===== config.mk =====
export PLATFORM = sky130hd
export DESIGN_NAME = layer11_train_sequencer_flat
export DESIGN_NICKNAME = d
export VERILOG_FILES = /design/src/rtl/layer11_train_sequencer_pkg.sv /design/src/rtl/layer11_train_sequencer_if.sv /design/src/rtl/layer11_train_sequencer_argmax.sv /design/src/rtl/layer11_train_sequencer.sv /design/src/flat_wrapper.sv
export SDC_FILE = /design/constraint.sdc
export NUM_CORES = 1
export LEC_CHECK = 0
export CORE_AREA = 2 2 186 188
export CTS_CLUSTER_DIAMETER = 60
export DETAILED_ROUTE_END_ITERATION = 6
export DIE_AREA = 0 0 188 190
export PLACE_DENSITY = 0.66
export SYNTH_ARGS = -nofsm -noshare
export SYNTH_HDL_FRONTEND = slang
export SYNTH_SLANG_ARGS = --single-unit

===== constraint.sdc =====
create_clock -name clock -period 2.74 [get_ports clock]
set_input_delay 0.274 -clock clock [delete_from_list [all_inputs] [get_ports clock]]
set_output_delay 0.274 -clock clock [all_outputs]
set_load 0.01 [all_outputs]

===== src/rtl/layer11_train_sequencer_pkg.sv =====
// Shared definitions for the 11-class training sequencer: the fixed-point
// types seen by the learning layer, the class count and the sequencer states.
package layer11_train_sequencer_pkg;

  localparam int ZERO2ONE_W = 8;

  // Unsigned fraction in [0,1]: 8'h00 is 0.0, 8'hFF is the largest value.
  typedef logic [ZERO2ONE_W-1:0] zero2one_t;

  // Signed fraction used by the layer's weight arithmetic.
  typedef logic signed [ZERO2ONE_W:0] frac_t;

  localparam zero2one_t ZERO2ONE_MAX = '1;

  localparam int NUM_CLASSES = 11;
  localparam int CLASS_W     = 4;
  localparam int COUNT_W     = 16;

  // Largest label that names a real neuron; 11..15 are invalid labels.
  localparam logic [CLASS_W-1:0] MAX_LABEL = CLASS_W'(NUM_CLASSES - 1);

  typedef enum logic [2:0] {
    ST_IDLE,
    ST_SETTLE,
    ST_CLASSIFY,
    ST_LEARN,
    ST_REPORT
  } seq_state_t;

  // Target vector for training: full scale on the labelled neuron, zero
  // elsewhere, and all zero when the label does not name a neuron.
  function automatic zero2one_t [NUM_CLASSES-1:0] one_hot_target(
    input logic [CLASS_W-1:0] label
  );
    zero2one_t [NUM_CLASSES-1:0] target;
    target = '0;
    for (int i = 0; i < NUM_CLASSES; i++) begin
      if (label == CLASS_W'(i)) target[i] = ZERO2ONE_MAX;
    end
    return target;
  endfunction

endpackage


===== src/rtl/layer11_train_sequencer_if.sv =====
// Sample stream into the sequencer: a valid/ready handshake carrying one
// feature vector, its target class and the train/inference flag.
interface layer11_train_sequencer_if
  import layer11_train_sequencer_pkg::*;
#(
  parameter int N = 16
);

  logic                    s_valid;
  logic                    s_ready;
  zero2one_t [N-1:0]       s_in;
  logic [CLASS_W-1:0]      s_label;
  logic                    s_train;

  modport master (
    output s_valid,
    output s_in,
    output s_label,
    output s_train,
    input  s_ready
  );

  modport slave (
    input  s_valid,
    input  s_in,
    input  s_label,
    input  s_train,
    output s_ready
  );

endinterface


===== src/rtl/layer11_train_sequencer_argmax.sv =====
// Combinational argmax over a vector of zero2one values. Only a strictly
// larger value displaces the current winner, so ties go to the lowest index.
module zero2one_argmax
  import layer11_train_sequencer_pkg::*;
#(
  parameter int LEN   = 11,
  parameter int IDX_W = (LEN > 1) ? $clog2(LEN) : 1
) (
  input  zero2one_t [LEN-1:0] vals,
  output logic [IDX_W-1:0]    idx
);

  zero2one_t best_val;

  // Linear scan from index 0 keeping the first occurrence of the maximum.
  always_comb begin
    idx      = '0;
    best_val = vals[0];
    for (int i = 1; i < LEN; i++) begin
      if (vals[i] > best_val) begin
        best_val = vals[i];
        idx      = IDX_W'(i);
      end
    end
  end

endmodule


===== src/rtl/layer11_train_sequencer.sv =====
// Sequencer for an 11-neuron learning layer: accepts one sample, holds it on
// the layer inputs, waits for the layer to settle, picks the winning neuron,
// optionally pulses a learn strobe with a one-hot target, then reports the
// result and keeps running sample/correct statistics.
module layer11_train_sequencer
  import layer11_train_sequencer_pkg::*;
#(
  parameter int N      = 16,
  parameter int SETTLE = 2
) (
  input  logic                          clock,
  input  logic                          reset_n,

  layer11_train_sequencer_if.slave      s_if,

  output logic                          l_valid,
  output logic                          l_learn,
  output zero2one_t [N-1:0]             l_in,
  output zero2one_t [NUM_CLASSES-1:0]   l_expected_out,
  input  zero2one_t [NUM_CLASSES-1:0]   l_out,

  output logic                          r_valid,
  output logic [CLASS_W-1:0]            r_class,
  output logic                          r_correct,
  output logic                          r_bad_label,

  input  logic                          clear_stats,
  output logic [COUNT_W-1:0]            sample_count,
  output logic [COUNT_W-1:0]            correct_count
);

  localparam int CNT_W = 4;

  seq_state_t           state_q;
  seq_state_t           state_d;
  logic                 s_ready_c;
  logic                 accept;
  logic                 label_ok;

  zero2one_t [N-1:0]    hold_in_q;
  logic [CLASS_W-1:0]   hold_label_q;
  logic                 hold_train_q;
  logic [CNT_W-1:0]     settle_cnt_q;

  logic [CLASS_W-1:0]   win_idx;
  logic [CLASS_W-1:0]   r_class_q;
  logic                 r_correct_q;
  logic                 r_bad_label_q;

  logic [COUNT_W-1:0]   sample_cnt_q;
  logic [COUNT_W-1:0]   correct_cnt_q;

  assign accept   = s_if.s_valid && s_ready_c;
  assign label_ok = (hold_label_q <= MAX_LABEL);

  assign s_if.s_ready   = s_ready_c;
  assign l_in           = hold_in_q;
  assign l_expected_out = one_hot_target(hold_label_q);
  assign r_class        = r_class_q;
  assign r_correct      = r_correct_q;
  assign r_bad_label    = r_bad_label_q;
  assign sample_count   = sample_cnt_q;
  assign correct_count  = correct_cnt_q;

  zero2one_argmax #(
    .LEN   (NUM_CLASSES),
    .IDX_W (CLASS_W)
  ) u_argmax (
    .vals (l_out),
    .idx  (win_idx)
  );

  // State register; reset abandons any sample in flight.
  always_ff @(posedge clock or negedge reset_n) begin
    if (!reset_n) state_q <= ST_IDLE;
    else          state_q <= state_d;
  end

  // Next-state and per-state strobes.
  always_comb begin
    state_d   = state_q;
    s_ready_c = 1'b0;
    l_valid   = 1'b0;
    l_learn   = 1'b0;
    r_valid   = 1'b0;
    unique case (state_q)
      ST_IDLE: begin
        s_ready_c = 1'b1;
        if (s_if.s_valid) state_d = ST_SETTLE;
      end
      ST_SETTLE: begin
        l_valid = 1'b1;
        if (settle_cnt_q == '0) state_d = ST_CLASSIFY;
      end
      ST_CLASSIFY: begin
        l_valid = 1'b1;
        state_d = (hold_train_q && label_ok) ? ST_LEARN : ST_REPORT;
      end
      ST_LEARN: begin
        l_valid = 1'b1;
        l_learn = 1'b1;
        state_d = ST_REPORT;
      end
      ST_REPORT: begin
        r_valid = 1'b1;
        state_d = ST_IDLE;
      end
      default: state_d = ST_IDLE;
    endcase
  end

  // Capture the accepted sample and load the settle countdown with it.
  always_ff @(posedge clock or negedge reset_n) begin
    if (!reset_n) begin
      hold_in_q    <= '0;
      hold_label_q <= '0;
      hold_train_q <= 1'b0;
      settle_cnt_q <= '0;
    end else if (accept) begin
      hold_in_q    <= s_if.s_in;
      hold_label_q <= s_if.s_label;
      hold_train_q <= s_if.s_train;
      settle_cnt_q <= CNT_W'(SETTLE - 1);
    end else if (state_q == ST_SETTLE && settle_cnt_q != '0) begin
      settle_cnt_q <= settle_cnt_q - CNT_W'(1);
    end
  end

  // Latch the classification at the end of CLASSIFY so it stays stable
  // through LEARN and REPORT and until the next sample is classified.
  always_ff @(posedge clock or negedge reset_n) begin
    if (!reset_n) begin
      r_class_q     <= '0;
      r_correct_q   <= 1'b0;
      r_bad_label_q <= 1'b0;
    end else if (state_q == ST_CLASSIFY) begin
      r_class_q     <= win_idx;
      r_correct_q   <= label_ok && (win_idx == hold_label_q);
      r_bad_label_q <= !label_ok;
    end
  end

  // Saturating statistics; a clear wins over the REPORT increment.
  always_ff @(posedge clock or negedge reset_n) begin
    if (!reset_n) begin
      sample_cnt_q  <= '0;
      correct_cnt_q <= '0;
    end else if (clear_stats) begin
      sample_cnt_q  <= '0;
      correct_cnt_q <= '0;
    end else if (state_q == ST_REPORT) begin
      if (sample_cnt_q != '1) sample_cnt_q <= sample_cnt_q + COUNT_W'(1);
      if (r_correct_q && correct_cnt_q != '1)
        correct_cnt_q <= correct_cnt_q + COUNT_W'(1);
    end
  end

endmodule


===== src/flat_wrapper.sv =====
// flat-port wrapper written by rule: the top's interface ports become plain ports
module layer11_train_sequencer_flat import layer11_train_sequencer_pkg::*;
#(
  parameter int N      = 16,
  parameter int SETTLE = 2
)
  (clock, reset_n, l_valid, l_learn, l_in, l_expected_out, l_out, r_valid, r_class, r_correct, r_bad_label, clear_stats, sample_count, correct_count, s_if_s_valid, s_if_s_in, s_if_s_label, s_if_s_train, s_if_s_ready);
  layer11_train_sequencer_if #(.N(N)) s_if_i ();
  input  logic clock;
  input  logic reset_n;
  output logic l_valid;
  output logic l_learn;
  output zero2one_t [N-1:0] l_in;
  output zero2one_t [NUM_CLASSES-1:0] l_expected_out;
  input  zero2one_t [NUM_CLASSES-1:0] l_out;
  output logic r_valid;
  output logic [CLASS_W-1:0] r_class;
  output logic r_correct;
  output logic r_bad_label;
  input  logic clear_stats;
  output logic [COUNT_W-1:0] sample_count;
  output logic [COUNT_W-1:0] correct_count;
  input wire logic [$bits(s_if_i.s_valid)-1:0] s_if_s_valid;
  input wire logic [$bits(s_if_i.s_in)-1:0] s_if_s_in;
  input wire logic [$bits(s_if_i.s_label)-1:0] s_if_s_label;
  input wire logic [$bits(s_if_i.s_train)-1:0] s_if_s_train;
  output wire logic [$bits(s_if_i.s_ready)-1:0] s_if_s_ready;
  assign s_if_i.s_valid = s_if_s_valid;
  assign s_if_i.s_in = s_if_s_in;
  assign s_if_i.s_label = s_if_s_label;
  assign s_if_i.s_train = s_if_s_train;
  assign s_if_s_ready = s_if_i.s_ready;
  layer11_train_sequencer #(.N(N), .SETTLE(SETTLE)) u_core (.clock(clock), .reset_n(reset_n), .s_if(s_if_i), .l_valid(l_valid), .l_learn(l_learn), .l_in(l_in), .l_expected_out(l_expected_out), .l_out(l_out), .r_valid(r_valid), .r_class(r_class), .r_correct(r_correct), .r_bad_label(r_bad_label), .clear_stats(clear_stats), .sample_count(sample_count), .correct_count(correct_count));
endmodule

==> impl_results.md, run 1 <==
* Via count at 10370
* Simple-Gate Fraction of Synth Area at 10.96%
* Synth warnings at 0
* Int Pwr at 19.73 mW
* Worst path max stage delay at 0.39 ns
* Synthesized instance count at 1064
* Vias in the first global route at 10760
* Global-route wire length before repair at 57250 µm
* Sequential area share after synthesis at 39.77%
* Final Skew at 0.01447 ns
* Die X-Extent at 188 µm
* Seq pwr share at 13.6%
* Synth area leader: dfrtp_1
* Post-DP HPWL at 29130 µm
* Most frequent cell after synthesis: dfrtp_1
* Setup CP Type: in -> reg
* RD Place Congestion at 0.8456
* Power Dens Cells at 1686 nW/µm²
* Clk sink count at 178
* Comb pwr share at 78.7%
* Sw Share at 39.33%
* Crit-path max FO at 7
* Clock share of power at 7.7%
* Place WS at -14.38 ns
* Critical path's slowest cell: or3_4
* Main synth FF type: dfrtp_1
* FFs w/ async S/R, synth at 100.0%
* LEAKAGE at 8.370 nW
* P&R area growth vs syn at 72.27%
* Critical Path Start: l_out[6]
* Slew HR at 57.06%
* Initial Utilization at 32.99%
* Pins Over Slew Limit at 0
* Max Cap Violations at 0
* DP Area at 17440 µm²
* I/O pins at 483
* Maximum clock frequency at 0.06365 GHz
* Filler Cells Inserted at 2828
* Most common cell on crit path: a21o_1
* Combinational family with the most area after synthesis: multiplexers
* DIE HEIGHT at 190 µm
* Tcrit/Tclk final at 573.4%
* Layout cell share with drive strength beyond 1 at 35.97%
* Fin area at 19290 µm²
* Final setup viols at 5
* Max IR drop VDD at 1966 µV
* Nets at 2009
* Pwr Total at 32.53 mW
* Cell Rows at 68
* Arrival time at the worst endpoint at 16.06 ns
* CP endpoint kind: register
* Clk buf depth at 2
* Die ar. at 35720 µm²
* Synth Area in Compound Gates at 10.45%
* Clock-pin slew on the worst setup and hold paths at 0.07 ns
* Adder-cell share of the synthesized area at 8.681%
* Ranking of synthesized cells by area: dfrtp_1, mux2_2, ha_1, buf_4, inv_1
* Share of the synthesized area in the top cell type at 39.77%
* Number of flops mapped to enable cells by yosys at 0
* CTS root buffer: clkbuf_16
* TritonCTS Buffers at 17
* H-tree Lvls at 4
* IO buf count at 482
* Initial antenna violation count at 3
* Antenna-violating nets left at 0
* Status: complete, but fails checks
* Post-synth top cells: dfrtp_1, mux2_2, buf_4
* Slew @ Worst Pin at 0.6398 ns
* Yosys reg bits at 178
* Post-Synthesis Net Count at 1365
* Final hold violation count at 0
* GRT Overall Usage at 20.18%
* DRC at 0
* Hold crit path type: in -> async
* Failing checks: setup timing
* Total congestion overflow at 0
* Tmin final at 15.71 ns
* Final worst slack at -12.97 ns
* TritonCTS clock tree: done
* Drt pass-1 iters at 4
* RSZ-0062 raised after global routing: yes
* Synth cell types at 81
* Multiplexer share of the synthesized area at 18.42%
* Core area at 33950 µm²
* Starting DRT DRC Count at 281
* Cell Area, Synth at 11200 µm²
* Clock latency on the worst-skew pair at 0.44 ns
* Req. time, crit path at 3.09 ns
* CP startpoint kind: primary input
* Synth Area per Inst at 10.53 µm²
* Drt wl/cell at 17.09 µm
* Final WL at 37220 µm
* Largest net degree at the start of global routing at 61
* Post-synthesis xor/xnor area fraction at 2.815%
* Vias/cell at 4.761
* Net Sw Power at 12.79 mW
* Reg-to-Reg Start: u_core.correct_count[4]
==> stage by stage <==
step | util [%] | TNS (ns) | std cells | hold slack [ns]
6_report | 56.83 | -63.47 | 2178 | 0.3936
5_1_grt | 56.83 | -67.25 | 2178 | 0.4123
4_1_cts | 55.63 | -62.17 | 2164 | 0.3950
3_5_place_dp | 51.36 | -70.96 | 2069 | 0.2875
3_3_place_gp | 51.36 | -68.21 | 2069 | 0.2924
2_1_floorplan | - | -65.34 | 1064 | -0.02159
==> metal layers <==
layer / track usage (%) / up-vias / routed length (µm)
li1: - / 4976 / -
met4: 6.693 / 2 / 1042
met5: 0 / - / 13
met1: 21.78 / 5007 / 14080
met2: 38.38 / 325 / 20100
met3: 4.907 / 59 / 1981
==> cell type report <==
cell class | count | area, µm² | share of cell area [%]
diodes | 2 | 5.005 | 0.02594
clock buffers | 20 | 456.7 | 2.367
clock inverters | 12 | 146.4 | 0.7588
inverters | 77 | 299.0 | 1.550
multi-input cells | 703 | 6603 | 34.22
flip-flops and latches | 178 | 4454 | 23.09
well taps | 455 | 569.3 | 2.951
repair buffers | 731 | 6760 | 35.04
==> layout by cell type, fill, tap and decap left out, types with 17 or more instances in the layout <==
cell type,synthesis,routed
clkdlybuf4s50_1,0,465
xor2_1,28,28
ha_1,76,47
nand2_1,64,58
mux2_2,154,147
clkbuf_16,0,17
buf_4,78,233
inv_1,77,61
nor2_1,65,59
ha_4,0,25
nand3_1,27,25
dfrtp_1,178,178
==> sequential cells by signal (all words and copies together) (netlist names) <==
register / count
u_core.hold_label_q: 4
u_core.correct_count: 16
u_core.sample_count: 16
u_core.settle_cnt_q: 4
u_core.hold_train_q: 1
u_core.r_bad_label: 1
u_core.l_in: 128
u_core.state_q: 3
u_core.r_correct: 1
u_core.r_class: 4
==> repair_timing <==
| action | CTS | global route |
|---|---|---|
| hold endpoints to repair | 56 | 0 |
| cloned | 1 | 0 |
| hold buffers | 1 | 0 |
| pin swaps | 85 | 42 |
| setup endpoints to repair | 5 | 14 |
| gates resized for setup | 137 | 77 |
| setup buffers | 61 | 12 |
==> power groups by stage <==
stage	registers, mW	clock network, mW	logic [mW]
floorplan	4.79	0	12.7
global placement	4.41	0	21.2
detailed placement	4.46	0	21.7
CTS	4.43	2.59	23.8
global route	4.57	2.70	27.7
finish	4.42	2.51	25.6
==> worst paths after layout <==
kind,endpoint,slack [ns],depth (start not counted)
worst max register to register,u_core.correct_count[15],0.32,10
worst max-delay path,u_core.r_correct,-12.97,102
worst min-delay path,u_core.l_in[65],0.39,2
worst min register to register,u_core.r_class[2],0.48,2
max in group asynchronous,u_core.l_in[4],1.57,3
min in group clock,u_core.hold_label_q[3],0.43,3
==> critical path: cells and delay by family <==
family / cells / cell delay, ns
compound gates: 46 / 6.60
simple gates: 24 / 3.59
fa+ha+maj: 10 / 2.26
mux: 7 / 1.75
buf+inv: 15 / 1.53
==> kinds of logic after synthesis <==
kind of cell | Yosys count
multiplexers | 183
flip-flops | 178
buffers and inverters | 184
adder cells (fa/ha/maj) | 78
AND/OR/NAND/NOR | 247
XOR/XNOR | 36
AO/OA/AOI/OAI | 158
(Power assumes the default switching activity.)
==> run 2, diff against run 1 <==
==> constraint.sdc (replaced) <==
create_clock -name clock -period 14.9 [get_ports clock]
set_input_delay 1.49 -clock clock [delete_from_list [all_inputs] [get_ports clock]]
set_output_delay 1.49 -clock clock [all_outputs]
set_load 0.01 [all_outputs]
==> run 2 against run 1 <==
Net effect:
- hold slack improved by 0.091 ns
- power down 81%
- combinational power down 81%
- sequential share of layout area hardly changed
- the flow still finishes with violations (setup timing)
- register-to-register slack improved by 12 ns
- first-iteration DRC count increased by 6.8%
- utilization is essentially flat
- count of clock-buffer cells in the layout down 2
==> impl_results.md, run 2 (synthesis results as in run 1) <==
* Cell Rows at 68 (unchanged)
* Via count at 10280 (-0.88%)
* Setup CP Type: in -> reg
* Comb pwr share at 79.0% (+0.3 points)
* Vias in the first global route at 10450 (-2.8%)
* LEAKAGE at 8.305 nW (-0.77%)
* Critical path's slowest cell: a221oi_4
* Filler Cells Inserted at 2784 (-1.6%)
* Fin area at 19290 µm² (about the same)
* Maximum clock frequency at 0.05860 GHz
* Antenna-violating nets left at 0 (unchanged)
* Final worst slack at -2.165 ns (+10.81 ns)
* Tcrit/Tclk final at 114.5%
* Post-DP HPWL at 28170 µm (-3.3%)
* DRC at 0 (unchanged)
* CP startpoint kind: primary input
* Status: complete, but fails checks
* Most frequent cells in the layout: clkdlybuf4s50_1, buf_4, dfrtp_1
* Final setup viols at 5 (unchanged)
* Pins Over Slew Limit at 0 (unchanged)
* Crit-path max FO at 8 (+1)
* Post-Route Utilization at 56.81% (about the same)
* Req. time, crit path at 15.25 ns (+12.16 ns)
* Tmin final at 17.07 ns
* GRT Overall Usage at 20.13% (-0.044 points)
* Failing checks: setup timing
* Final hold violation count at 0 (unchanged)
* Max Cap Violations at 0 (unchanged)
* RD Place Congestion at 0.8477 (+0.25%)
* Clk sink count at 178 (unchanged)
* Reg-to-reg slack, setup at 11.87 ns (+11.55 ns)
* Clock latency on the worst-skew pair at 0.44 ns (about the same)
* Core area at 33950 µm² (unchanged)
* H-tree Lvls at 4 (unchanged)
* Die ar. at 35720 µm² (unchanged)
* Die X-Extent at 188 µm (unchanged)
* Final Skew at 0.008979 ns (-0.005490 ns)
* Clk buf depth at 2 (unchanged)
* Final WL at 37450 µm (+0.63%)
* CTS root buffer: clkbuf_16
* RSZ-0062 raised after global routing: yes
* Layout cell share with drive strength beyond 1 at 35.79% (-0.17 points)
* Sw Share at 38.90% (-0.43 points)
* Largest net degree at the start of global routing at 79 (+30%)
* Clock-pin slew on the worst setup and hold paths at 0.07 ns (about the same)
* Hold crit path type: reg -> reg
* Starting DRT DRC Count at 300 (+6.8%)
* Global-route wire length before repair at 56780 µm (-0.82%)
* Vias/cell at 4.750 (-0.24%)
* IO buf count at 482 (unchanged)
* I/O pins at 483 (unchanged)
* Initial antenna violation count at 2 (-1)
* Power Dens Cells at 320.9 nW/µm² (-81%)
* Net Sw Power at 2.408 mW (-81%)
* Most common cell after layout, fill and taps aside: clkdlybuf4s50_1
* Worst path max stage delay at 0.42 ns (+0.03 ns)
* Arrival time at the worst endpoint at 17.42 ns (+1.36 ns)
* Initial Utilization at 32.99% (unchanged)
* Total congestion overflow at 0 (unchanged)
* Clock share of power at 7.8% (about the same)
* Int Pwr at 3.782 mW (-81%)
* Place WS at -3.503 ns (+10.88 ns)
* Slew HR at 26.51% (-31 points)
* TritonCTS clock tree: done
* Seq pwr share at 13.1% (-0.5 points)
* Drt pass-1 iters at 5 (+1)
* Fin Hold WS at 0.4849 ns (+0.09131 ns)
* Pwr Total at 6.190 mW (-81%)
* TritonCTS Buffers at 17 (unchanged)
* P&R area growth vs syn at 72.20% (about the same)
* Drt wl/cell at 17.31 µm (+1.3%)
* Nets at 1995 (-0.70%)
* Max IR drop VDD at 304.1 µV (-85%)
* DP Area at 17110 µm² (-1.9%)
* Slew @ Worst Pin at 1.102 ns (+0.4626 ns)
* DIE HEIGHT at 190 µm (unchanged)
* CP endpoint kind: register
* Max FFs per register at 128 (unchanged)
## run 2: critical path, delay by kind of cell
kind,cells,cell delay [ns]
buffers and inverters,13,1.35
AND/OR/NAND/NOR,24,3.65
AO/OA/AOI/OAI,42,6.76
adder cells (fa/ha/maj),10,2.30
multiplexers,7,1.86
## run 2: per-layer routing
metal	up-vias	track usage, %	part of all wire [%]
met2	348	37.51	54
li1	4944	-	-
met3	68	4.778	5.4
met5	-	0	0
met4	0	7.268	2.7
met1	4918	22.22	38
## run 2: stage by stage
step,setup TNS [ns],cells
2_1_floorplan,-10.62,1064
3_3_place_gp,-13.64,2030
3_5_place_dp,-16.53,2030
4_1_cts,-8.318,2144
5_1_grt,-14.02,2164
6_report,-9.624,2164
## run 2: power by group through the flow
stage | Sequential [mW] | Combinational (mW) | Clock (mW)
5_1_grt | 0.841 | 5.31 | 0.517
4_1_cts | 0.813 | 4.45 | 0.498
3_3_place_gp | 0.809 | 3.85 | 0
3_5_place_dp | 0.819 | 3.93 | 0
2_1_floorplan | 0.882 | 2.33 | 0
6_report | 0.812 | 4.89 | 0.485
## run 2: what timing repair did
| item | CTS | global route |
|---|---|---|
| buffers inserted | 81 | 20 |
| setup endpoints to repair | 5 | 5 |
| gates resized for setup | 150 | 83 |
| hold buffers | 0 | 0 |
| pin swaps | 84 | 50 |
| gates cloned | 1 | 0 |
## run 2: area by class of cell
class	instances	area [µm²]	share of cell area, %
tap	455	569.3	2.952
multi-input combinational	703	6673	34.60
clock inverter	14	200.2	1.038
sequential	178	4454	23.10
clock buffer	18	429.2	2.225
inverter	77	304.0	1.576
antenna	2	5.005	0.02595
timing repair buffer	717	6651	34.49
## run 2: final timing paths
path                                    start                 end  cells past startpoint
max in group asynchronous             reset_n     u_core.l_in[15]                      2
max                                 l_out[13]    u_core.r_correct                     96
min in group asynchronous             reset_n     u_core.l_in[73]                      1
max reg2reg                 u_core.state_q[0]     u_core.l_in[25]                      4
min                        u_core.r_bad_label  u_core.r_bad_label                      2
min reg2reg                u_core.r_bad_label  u_core.r_bad_label                      2
==> RTL change (config.mk and constraints of run 2) <==
Encoding of `seq_state_t`: now Gray code (3 bits for 5 states).
--- a/src/rtl/layer11_train_sequencer_pkg.sv
+++ b/src/rtl/layer11_train_sequencer_pkg.sv
@@ -21,9 +21,9 @@
 
   typedef enum logic [2:0] {
-    ST_IDLE,
-    ST_SETTLE,
-    ST_CLASSIFY,
-    ST_LEARN,
-    ST_REPORT
+    ST_IDLE     = 3'b000,
+    ST_SETTLE   = 3'b001,
+    ST_CLASSIFY = 3'b011,
+    ST_LEARN    = 3'b010,
+    ST_REPORT   = 3'b110
   } seq_state_t;
 
Formal check against the unedited RTL: no difference found for any inputs over 4 cycles, from zero or initial values and one cycle with reset_n low; so few cycles prove little.
==> RTL change against run 2 <==
  * The flow still finishes with violations (setup timing)
  * Worst hold slack worse by 0.024 ns
  * Clock skew up 0.0037 ns
  * Sequential share of layout area up 0.91 points
  * Routed wire length up 2.6%
  * Synthesized area down 0.70%
  * Worst setup slack worse by 0.80 ns
  * Design area down 3.8%
  * Sequential cell count unchanged
  * Final cell count down 1.8%
  * Count of clock-buffer cells in the layout down 1
Power is left out: the tool's default activity adds up to more than one toggle a clock period on the data nets, which glitch-free logic cannot reach.
==> RTL change: results (changes against run 2) <==
Post-Syn Nets - 1376 (+0.81%)
first-pass GRT wire length - 58.73 mm (+3.4%)
seq_cells - 178 (unchanged)
vias in the first global route - 10520 (+0.68%)
buffering overhead - 33.71% (-0.78 points)
run status - finished with violations
worst slack at placement - -4.045 ns (-0.5419 ns)
Final setup viols - 5 (unchanged)
comb_multi_in - 721 (+2.6%)
hold slack final - 0.4613 ns (-0.02367 ns)
largest net degree at the start of global routing - 113 (+43%)
Overall Global Routing Usage - 21.22% (+1.1 points)
post-synthesis xor/xnor area fraction - 2.757% (-0.059 points)
beginning of the worst hold path - u_core.hold_train_q
Hold Path Depth - 1 (-1)
antenna violations before repair - 6 (+4)
grt met1 use - 24.37% (+2.2 points)
Met1 Wirelength - 15.34 mm (+7.2%)
fillers - 2895 (+4.0%)
Synth cell types - 74 (-8.6%)
layout net count - 1953 (-2.1%)
met2 wire len - 19.13 mm (-4.8%)
WL per Instance - 18.07 µm (+4.4%)
setup ws final - -2.964 ns (-0.7987 ns)
mux cell area share after synthesis - 17.41% (-1.0 points)
Syn Std Cell Area - 11120 µm² (-0.70%)
placed wire-length estimate - 29.81 mm (+5.8%)
Post-Layout Cell Count - 2126 (-1.8%)
placed inst area - 17040 µm² (-0.39%)
failing checks - setup timing
Multi-input gate area - 6405 µm² (-4.0%)
diode count - 6 (+4)
critical path peak fanout - 12 (+4)
Worst Hold End - u_core.state_q[2]
synth top area cells - dfrtp_1 40%, mux2_2 16%, ha_1 8.6%
proportion of layout cells with a drive suffix above 1 - 31.47% (-4.3 points)
Signal buffers - 668 (-6.8%)
worst reg2reg startpoint - u_core.state_q[2]
M3 GR Usage - 7.416% (+2.6 points)
Post-Synth Adder-Cell Area - 8.551% (-0.13 points)
Synth Area in Compound Gates - 10.99% (+0.55 points)
list of most frequent post-synthesis cells - 178 x dfrtp_1, 155 x mux2_2, 97 x nor2_1
Worst-Margin Slew - 1.140 ns (+0.03795 ns)
-- RTL change: cell types whose count changed after synthesis, moves of 5 or more --
cell	delta
a21oi_1	+21
clkbuf_1	+5
inv_1	-11
mux2_4	-7
nand3_1	-5
nor2_1	+32
o21ai_0	-7
xnor2_1	+7
xor2_1	-8
-- RTL change: worst max path at each step --
stage          slack (ns)                to  startpoint
2_1_floorplan       -3.00  u_core.r_correct    l_out[9]
3_3_place_gp        -3.50  u_core.r_correct    l_out[1]
3_5_place_dp        -4.04  u_core.r_correct    l_out[1]
4_1_cts             -2.80  u_core.r_correct    l_out[1]
5_1_grt             -3.87  u_core.r_correct    l_out[5]
6_report            -2.96  u_core.r_correct    l_out[5]
-- RTL change: timing repair --
item	in CTS	in global routing
pin swaps	78	46
gates resized for setup	121	30
setup endpoints to repair	5	5
endpoints found under the hold margin	0	0
setup buffers	45	11
gates cloned	2	0
